`config.mk`:
```
export PLATFORM = sky130hd
export DESIGN_NAME = if_fetch
export DESIGN_NICKNAME = d
export VERILOG_FILES = /design/src/rtl/if_fetch.sv
export SDC_FILE = /design/constraint.sdc
export NUM_CORES = 1
export LEC_CHECK = 0
export CAP_MARGIN = 20
export CORE_ASPECT_RATIO = 0.6
export CORE_MARGIN = 2
export CORE_UTILIZATION = 52
export CTS_CLUSTER_SIZE = 14
export DETAILED_ROUTE_END_ITERATION = 8
export PLACE_DENSITY = 0.87
export SYNTH_ARGS = -nofsm -noshare
export SYNTH_HDL_FRONTEND = slang
export SYNTH_SLANG_ARGS = --single-unit
```
`constraint.sdc`:
```
create_clock -name clk -period 4.85 [get_ports clk]
set_clock_uncertainty 0.2 [all_clocks]
set_input_delay 0.97 -clock clk [delete_from_list [all_inputs] [get_ports clk]]
set_output_delay 0.97 -clock clk [all_outputs]
set_load 0.01 [all_outputs]
```
`src/rtl/if_fetch.sv`:
```
// Instruction-fetch stage: PC, in-order grant/response imem requests and a
// tagged 2-entry return queue feeding decode; jumps discard in-flight responses.
module if_fetch #(
    parameter logic [31:0] RESET_PC = 32'h0000_0000,
    parameter logic [31:0] NOP_INST = 32'h0000_0013
) (
    input  logic        clk,
    input  logic        rst_n,
    input  logic        jump_en_i,
    input  logic [31:0] jump_addr_i,
    input  logic        hold_i,
    output logic        imem_req_o,
    output logic [31:0] imem_addr_o,
    input  logic        imem_gnt_i,
    input  logic        imem_rvalid_i,
    input  logic [31:0] imem_rdata_i,
    output logic [31:0] inst_o,
    output logic [31:0] inst_addr_o,
    output logic        inst_valid_o
);

    logic [31:0] r_pc;
    logic [31:0] r_addr [2];
    logic [31:0] r_data [2];
    logic [1:0]  r_alloc;
    logic [1:0]  r_filled;
    logic        r_wr_ptr;
    logic        r_fill_ptr;
    logic        r_rd_ptr;
    logic [1:0]  r_drop_cnt;
    logic        r_req_en;

    logic        w_head_valid;
    logic        w_pop;
    logic        w_grant;
    logic        w_fill;
    logic        w_drop;
    logic [1:0]  w_alloc_cnt;
    logic [1:0]  w_unfilled;
    logic [2:0]  w_credit;
    logic [2:0]  w_jump_drop;

    assign w_head_valid = r_alloc[r_rd_ptr] & r_filled[r_rd_ptr];
    assign inst_valid_o = w_head_valid & ~jump_en_i;
    assign w_pop        = inst_valid_o & ~hold_i;
    assign inst_o       = inst_valid_o ? r_data[r_rd_ptr] : NOP_INST;
    assign inst_addr_o  = inst_valid_o ? r_addr[r_rd_ptr] : 32'h0;

    assign w_alloc_cnt  = {1'b0, r_alloc[0]} + {1'b0, r_alloc[1]};
    assign w_unfilled   = {1'b0, r_alloc[0] & ~r_filled[0]} + {1'b0, r_alloc[1] & ~r_filled[1]};

    // A same-cycle pop frees a slot, so it counts as credit immediately.
    assign w_credit     = {1'b0, w_alloc_cnt} + {1'b0, r_drop_cnt} - {2'b00, w_pop};
    assign imem_req_o   = r_req_en & ~jump_en_i & (w_credit < 3'd2);
    assign imem_addr_o  = r_pc;
    assign w_grant      = imem_req_o & imem_gnt_i;

    assign w_fill       = imem_rvalid_i & (r_drop_cnt == 2'd0);
    assign w_drop       = imem_rvalid_i & (r_drop_cnt != 2'd0);
    assign w_jump_drop  = {1'b0, r_drop_cnt} + {1'b0, w_unfilled} - {2'b00, imem_rvalid_i};

    always_ff @(posedge clk or negedge rst_n) begin
        if (!rst_n) begin
            r_pc       <= RESET_PC;
            r_alloc    <= 2'b00;
            r_filled   <= 2'b00;
            r_wr_ptr   <= 1'b0;
            r_fill_ptr <= 1'b0;
            r_rd_ptr   <= 1'b0;
            r_drop_cnt <= 2'd0;
            r_req_en   <= 1'b0;
            for (int i = 0; i < 2; i++) begin
                r_addr[i] <= 32'h0;
                r_data[i] <= 32'h0;
            end
        end else begin
            r_req_en <= 1'b1;
            if (jump_en_i) begin
                r_pc       <= jump_addr_i;
                r_alloc    <= 2'b00;
                r_filled   <= 2'b00;
                r_wr_ptr   <= 1'b0;
                r_fill_ptr <= 1'b0;
                r_rd_ptr   <= 1'b0;
                r_drop_cnt <= w_jump_drop[1:0];
            end else begin
                if (w_fill) begin
                    r_data[r_fill_ptr]   <= imem_rdata_i;
                    r_filled[r_fill_ptr] <= 1'b1;
                    r_fill_ptr           <= ~r_fill_ptr;
                end else if (w_drop) begin
                    r_drop_cnt <= r_drop_cnt - 2'd1;
                end
                if (w_pop) begin
                    r_alloc[r_rd_ptr] <= 1'b0;
                    r_rd_ptr          <= ~r_rd_ptr;
                end
                // Placed after the pop so a full-queue pop+grant re-allocates the same slot.
                if (w_grant) begin
                    r_alloc[r_wr_ptr]  <= 1'b1;
                    r_filled[r_wr_ptr] <= 1'b0;
                    r_addr[r_wr_ptr]   <= r_pc;
                    r_pc               <= r_pc + 32'd4;
                    r_wr_ptr           <= ~r_wr_ptr;
                end
            end
        end
    end

endmodule

```
==> impl_metrics.toml, run 1 <==
[logic_synthesis]
yosysSeqAreaShare_pct = 52.3
syn_inst = 693
syn_area_um2 = 8130
synth_area_per_cell_um2 = 11.7
synth_top_area_share_pct = 52.3
synth_nets = 770
async_flop_share_pct = 100
synth_seq_cells = 170
synth_top_area_cell = "dfrtp_1"
ys_types = 52
synth_area_leaders = "dfrtp_1 (52%), mux2_2 (17%), mux2i_1 (7.8%)"
synth_ff_type = "dfrtp_1"
ys_warn_count = 0
synth_edf_count = 0

[timing]
finalWorstSetupSlack_ps = 231
rsz0062_at_grt = "no"
finalHoldViolations = 0
worst_pin_slew_ps = 865
setup_violations = 0
max_freq_ghz = 0.217
slew_headroom_pct = 42.3
whs_ps = 288
finalMaxSlewViolations = 0
period_needed_ps = 4620
finalCritPeriodShare_pct = 95.2

[run_status]
status = "completed"

[critical_path]
worstSetupPathType = "primary input to output pin"
r2r_cells = 14
crit_path_cell_trace = "buf_2 -> inv_1 -> nand4_1 -> and2_2 -> nor2_1 -> ha_1 -> inv_1 -> ha_1 -> a21o_1 -> fa_1 -> xnor2_1 -> nor4b_2 -> dlygate4sd2_1"
critPathLaunchType = "primary input"
cpPeakStageDelay_ps = 380
path_depth = 13
critPathBufInv = 4
critPathArrivalTime_ps = 3450
end_kind = "output pin"
crit_path_max_fanout = 4
cp_slowest_cell = "fa_1"
critical_path.top_delay_family = "adder cells"
required_ps = 3680

[global_route]
grt_pass1_wl_mm = 32.0
grt_max_degree = 112
track_usage_pct = 24.8
overflow = 0
antenna_found_initial = 0
grt_pass1_vias = 6196

[cts]
clock-root-buffer = "clkbuf_16"
cts.sinks = 170
cts_setup_buffers = 0
cts_tree = "built"
clk_pin_slew_worst_paths_ps = 70
clk_latency_ps = 420
cts_made_buffers = 17
htree_num_levels = 4
clockBufferDepth = 2

[flow_run]
cap_violations = 0

[placement]
dp_cells = 1041
gp_congestion = 0.853
hpwl_mm = 13.1
dp_slack_ps = -189
portBuffers = 167
place_area_um2 = 10000

[floorplan]
ioPinCount = 168
die-area_um2 = 16700
start_util_pct = 53.1
core_region_area_um2 = 15300
die_width_um = 165
rows = 35
dieHeight_um = 101

[detailed_routing]
num_vias = 6079
wl_mm = 19.8
drc = 0
via_per_inst = 5.67
ant_nets = 0
drt_first_pass_iters = 5
route.detailed.wl_per_inst_um = 18.4
drtIter0Drc = 529

[layout]
design_area_um2 = 10700
fillers = 1127
final_nets = 935
drive_above_1_share_pct = 21.8
diodes = 0
layout.cells.non_filler = 1073
syn2layout_area_growth_pct = 31.2

[power_and_ir_drop]
p_total_mw = 4.50
power-per-cell-area_nw_per_um2 = 422
peakVddDrop_mv = 0.220
power_leakage_nw = 4.49

[worst_hold_path]
whs_path_depth = 1
hold_path.class = "register to register"
==> synthesized netlist by cell type, types with 2 or more instances <==
| master | n |
|---|---|
| nor2_1 | 84 |
| nor2b_1 | 2 |
| mux2i_1 | 63 |
| a221o_1 | 2 |
| a211oi_1 | 2 |
| mux2_2 | 125 |
| nor3_2 | 2 |
| xor2_1 | 4 |
| buf_4 | 3 |
| nand2_1 | 51 |
| xnor2_1 | 7 |
| o21ai_0 | 22 |
| o211ai_1 | 14 |
| o311ai_1 | 4 |
| and2_1 | 2 |
| mux2_1 | 3 |
| and3_1 | 7 |
| o311ai_0 | 4 |
| inv_1 | 11 |
| a31oi_1 | 4 |
| buf_1 | 7 |
| ha_1 | 5 |
| clkbuf_1 | 13 |
| dfrtp_1 | 170 |
| nand3_1 | 16 |
| a32oi_1 | 2 |
| fa_1 | 2 |
| buf_2 | 17 |
| nand4_1 | 14 |
| a21oi_1 | 5 |
| a21o_1 | 2 |
| nor3_1 | 4 |
==> worst reg2reg max path, delay by kind of cell, from the launching register on <==
| family | cells | cell delay (ps) |
|---|---|---|
| mux | 1 | 330 |
| compound gates | 1 | 170 |
| fa+ha+maj | 3 | 940 |
| buf+inv | 3 | 450 |
| flops | 1 | 500 |
| simple gates | 6 | 1210 |
==> worst paths after layout <==
path / start / end / slack, ps
max: jump_en_i / imem_req_o / 230
min: r_addr[39]$_DFFE_PN0P_ / r_addr[39]$_DFFE_PN0P_ / 290
max reg2reg: r_rd_ptr$_DFFE_PN0P_ / r_addr[5]$_DFFE_PN0P_ / 950
min reg2reg: r_addr[39]$_DFFE_PN0P_ / r_addr[39]$_DFFE_PN0P_ / 290
max in group asynchronous: rst_n / r_addr[30]$_DFFE_PN0P_ / 3430
min in group asynchronous: rst_n / r_addr[36]$_DFFE_PN0P_ / 300
==> stage by stage <==
step / setup TNS (ps) / utilization [%]
floorplan: 0 / -
global placement: -81.6 / 65.5
detailed placement: -189 / 65.5
CTS: 0 / 69.4
global route: 0 / 69.6
finish: 0 / 69.6
==> power by group <==
group          total, mW  internal [mW]  switching (mW)  leakage [nW]
registers           2.11           1.84           0.271          2.18
clock network       1.38          0.786           0.593         0.288
logic               1.02          0.605           0.413          2.02
total               4.50           3.23            1.28          4.49
==> state kept, by name (all words and copies together) (netlist names) <==
name         cells
r_rd_ptr         1
r_fill_ptr       1
r_req_en         1
imem_addr_o     32
r_alloc          2
r_drop_cnt       2
r_wr_ptr         1
r_filled         2
r_addr          64
r_data          64
==> cell families (layout without fill, tap and decap cells) <==
family / Yosys count / count (layout) / share of synthesized area [%]
AND/OR/NAND/NOR: 192 / 192 / 11.1
multiplexers: 191 / 191 / 25.5
flip-flops: 170 / 170 / 52.3
AO/OA/AOI/OAI: 68 / 68 / 5.63
buffers and inverters: 53 / 230 / 2.95
XOR/XNOR: 11 / 11 / 1.18
adder cells (fa/ha/maj): 7 / 7 / 1.26
other: 1 / 1 / 0.0461
==> routing by layer <==
metal  routed length [um]  track usage (%)  vias up  share of wire, %
met4                  183             5.57        0              0.93
met5                    0                0        -                 0
met2                 8620             37.4      268                44
met1                 9320             36.3     3011                47
li1                     -                -     2783                 -
met3                 1660             6.38       17               8.4
==> placed cells by master (no fill, tap or decap), types with 5 or more instances in the layout <==
master           count
a21oi_1              5
and3_1               7
buf_4               18
clkbuf_16           17
clkdlybuf4s50_1    164
dfrtp_1            169
ha_1                 5
inv_1               11
mux2_2             125
mux2i_1             63
nand2_1             51
nand3_1             16
nand4_1             14
nor2_1              84
o211ai_1            14
o21ai_0             22
xnor2_1              7
==> area by class of cell <==
type | count | area, um^2 | share of cell area, %
sequential | 170 | 4260 | 39.9
multi-input combinational | 470 | 3650 | 34.2
timing repair buffer | 188 | 1870 | 17.5
clock buffer | 18 | 439 | 4.12
tap | 203 | 254 | 2.38
clock inverter | 13 | 159 | 1.49
inverter | 11 | 41.3 | 0.387
==> what timing repair did <==
action,4_1_cts,5_1_grt
gates resized for setup,2,0
setup endpoints to repair,1,0
hold buffers,0,0
No activity file was read; power rests on OpenSTA's default activity.
==> run 2, diff against run 1 <==
Settings changed: CORE_ASPECT_RATIO 0.6 to not set.
==> run 2 against run 1 <==
  * First-iteration DRC count decreased by 31%
  * Register-to-register slack about the same
  * Die area decreased by 0.20%
  * Maximum frequency increased by 0.17%
  * Sequential share of layout area decreased by 0.24 points
  * Via count decreased by 0.16%
  * Final cell count increased by 1.0%
  * Non-clock buffer count increased by 2
  * Hold slack got worse by 130 ps
  * Combinational power about the same
  * Global-route usage decreased by 1.6 points
  * Clock power about the same
  * Critical path type unchanged
  * Largest cell class unchanged
  * Largest power group unchanged
  * Highest routed layer unchanged
==> impl_metrics.toml, run 2 (synthesis results as in run 1) <==
[cts]
cts_setup_buffers = 0
cts_made_buffers = 17
htree_num_levels = 4
clk_pin_slew_worst_paths_ps = 70
clockBufferDepth = 2
cts_tree = "built"
clock-root-buffer = "clkbuf_16"
cts.sinks = 170
clk_latency_ps = 420

[power_and_ir_drop]
peakVddDrop_mv = 0.340
power-per-cell-area_nw_per_um2 = 419
power_leakage_nw = 4.51
p_total_mw = 4.50

[critical_path]
required_ps = 3680
r2r_slack_ps = 960
end_kind = "output pin"
crit_path_max_fanout = 3
worstReg2RegEnd = "imem_addr_o[16]$_DFFE_PN0P_"
worstSetupPathType = "primary input to output pin"
reg2reg_from = "r_rd_ptr$_DFFE_PN0P_"
critPathArrivalTime_ps = 3440
r2r_cells = 15
critPathLaunchType = "primary input"

[timing]
finalWorstSetupSlack_ps = 239
finalMaxSlewViolations = 0
finalCritPeriodShare_pct = 95.1
slew_headroom_pct = 32.5
period_needed_ps = 4610
finalHoldViolations = 0
setup_violations = 0
max_freq_ghz = 0.217
rsz0062_at_grt = "no"
worst_pin_slew_ps = 1000

[placement]
place_area_um2 = 10100
hpwl_mm = 12.5
portBuffers = 167
gp_congestion = 0.816
dp_slack_ps = -75.4
dp_cells = 1051

[floorplan]
core_region_area_um2 = 15300
ioPinCount = 168
die_width_um = 129
start_util_pct = 53.3
dieHeight_um = 129
rows = 45
die-area_um2 = 16700

[global_route]
antenna_found_initial = 0
grt_max_degree = 116
overflow = 0
grt_pass1_vias = 6079
grt_pass1_wl_mm = 30.2
track_usage_pct = 23.2

[detailed_routing]
drt_first_pass_iters = 5
ant_nets = 0
num_vias = 6069
drc = 0
via_per_inst = 5.60
route.detailed.wl_per_inst_um = 17.3
drtIter0Drc = 366
wl_mm = 18.7

[layout]
post-route-util_pct = 70.4
layout.cells.non_filler = 1084
final_cell_mix = "dfrtp_1 (169), clkdlybuf4s50_1 (164), mux2_2 (125)"
drive_above_1_share_pct = 22.0
syn2layout_area_growth_pct = 32.0
design_area_um2 = 10700
final_common_cell = "dfrtp_1"
final_nets = 937

[run_status]
status = "completed"

[flow_run]
cap_violations = 0

[worst_hold_path]
hold_path.class = "primary input to asynchronous set/reset pin"
==> run 2: cell count changes in the layout (fill, tap and decap cells not counted), sizes merged <==
cell	previous run	this run
bufinv	2	3
buf	23	25
diode	0	1
clkinvlp	2	3
clkinv	3	5
inv	17	13
==> run 2: repair_timing <==
| action | 4_1_cts | 5_1_grt |
|---|---|---|
| resized for setup | 2 | 0 |
| hold buffers | 0 | 0 |
| gates cloned | 0 | 0 |
| pin swaps | 1 | 1 |
| endpoints found under the setup margin | 1 | 1 |
==> run 2: where the power goes <==
| part | switching, mW | total (mW) | leakage (nW) | internal, mW |
|---|---|---|---|---|
| clock network | 0.558 | 1.38 | 0.289 | 0.826 |
| logic | 0.404 | 1.02 | 2.04 | 0.616 |
| registers | 0.264 | 2.10 | 2.18 | 1.84 |
==> run 2: worst max-delay path, cell delays in order <==
cell and delay, ps:
buf_2 120, inv_1 80, nand4_1 110, and2_2 210, nor2_1 90, ha_1 230, inv_1 50, ha_1 210
a21o_1 160, fa_1 470, nor4b_2 300, buf_4 160, dlygate4sd2_1 270
==> run 2: area by class of cell <==
type,count,area (um^2)
timing repair buffer,190,1910
tap,211,264
fill,1080,4520
clock buffer,18,439
multi-input combinational,470,3650
inverter,11,41.3
antenna,1,2.50
clock inverter,13,170
sequential,170,4260
==> run 2: worst max path at each step <==
stage,from,end,slack (ps),cells past startpoint
final,jump_en_i,imem_req_o,240,13
after global routing,jump_en_i,imem_req_o,20,13
after CTS,jump_en_i,imem_req_o,180,14
after detailed placement,jump_en_i,imem_req_o,-80,14
after global placement,jump_en_i,imem_req_o,-20,13
after floorplan,jump_en_i,imem_req_o,80,13
==> run 2: per-stage QoR <==
step                      setup TNS, ps  hold WS, ps
after global routing                  0          142
after floorplan                       0          250
after detailed placement          -75.4          280
final                                 0          154
after CTS                             0          293
after global placement            -17.0          267
==> run 2: per-layer routing <==
layer	track usage, %	vias to the layer above	part of all wire (%)
li1	-	2794	-
met1	30.4	3042	43
met2	38.4	208	49
met3	5.62	25	6.1
met4	7.23	0	1.6
met5	0	-	0
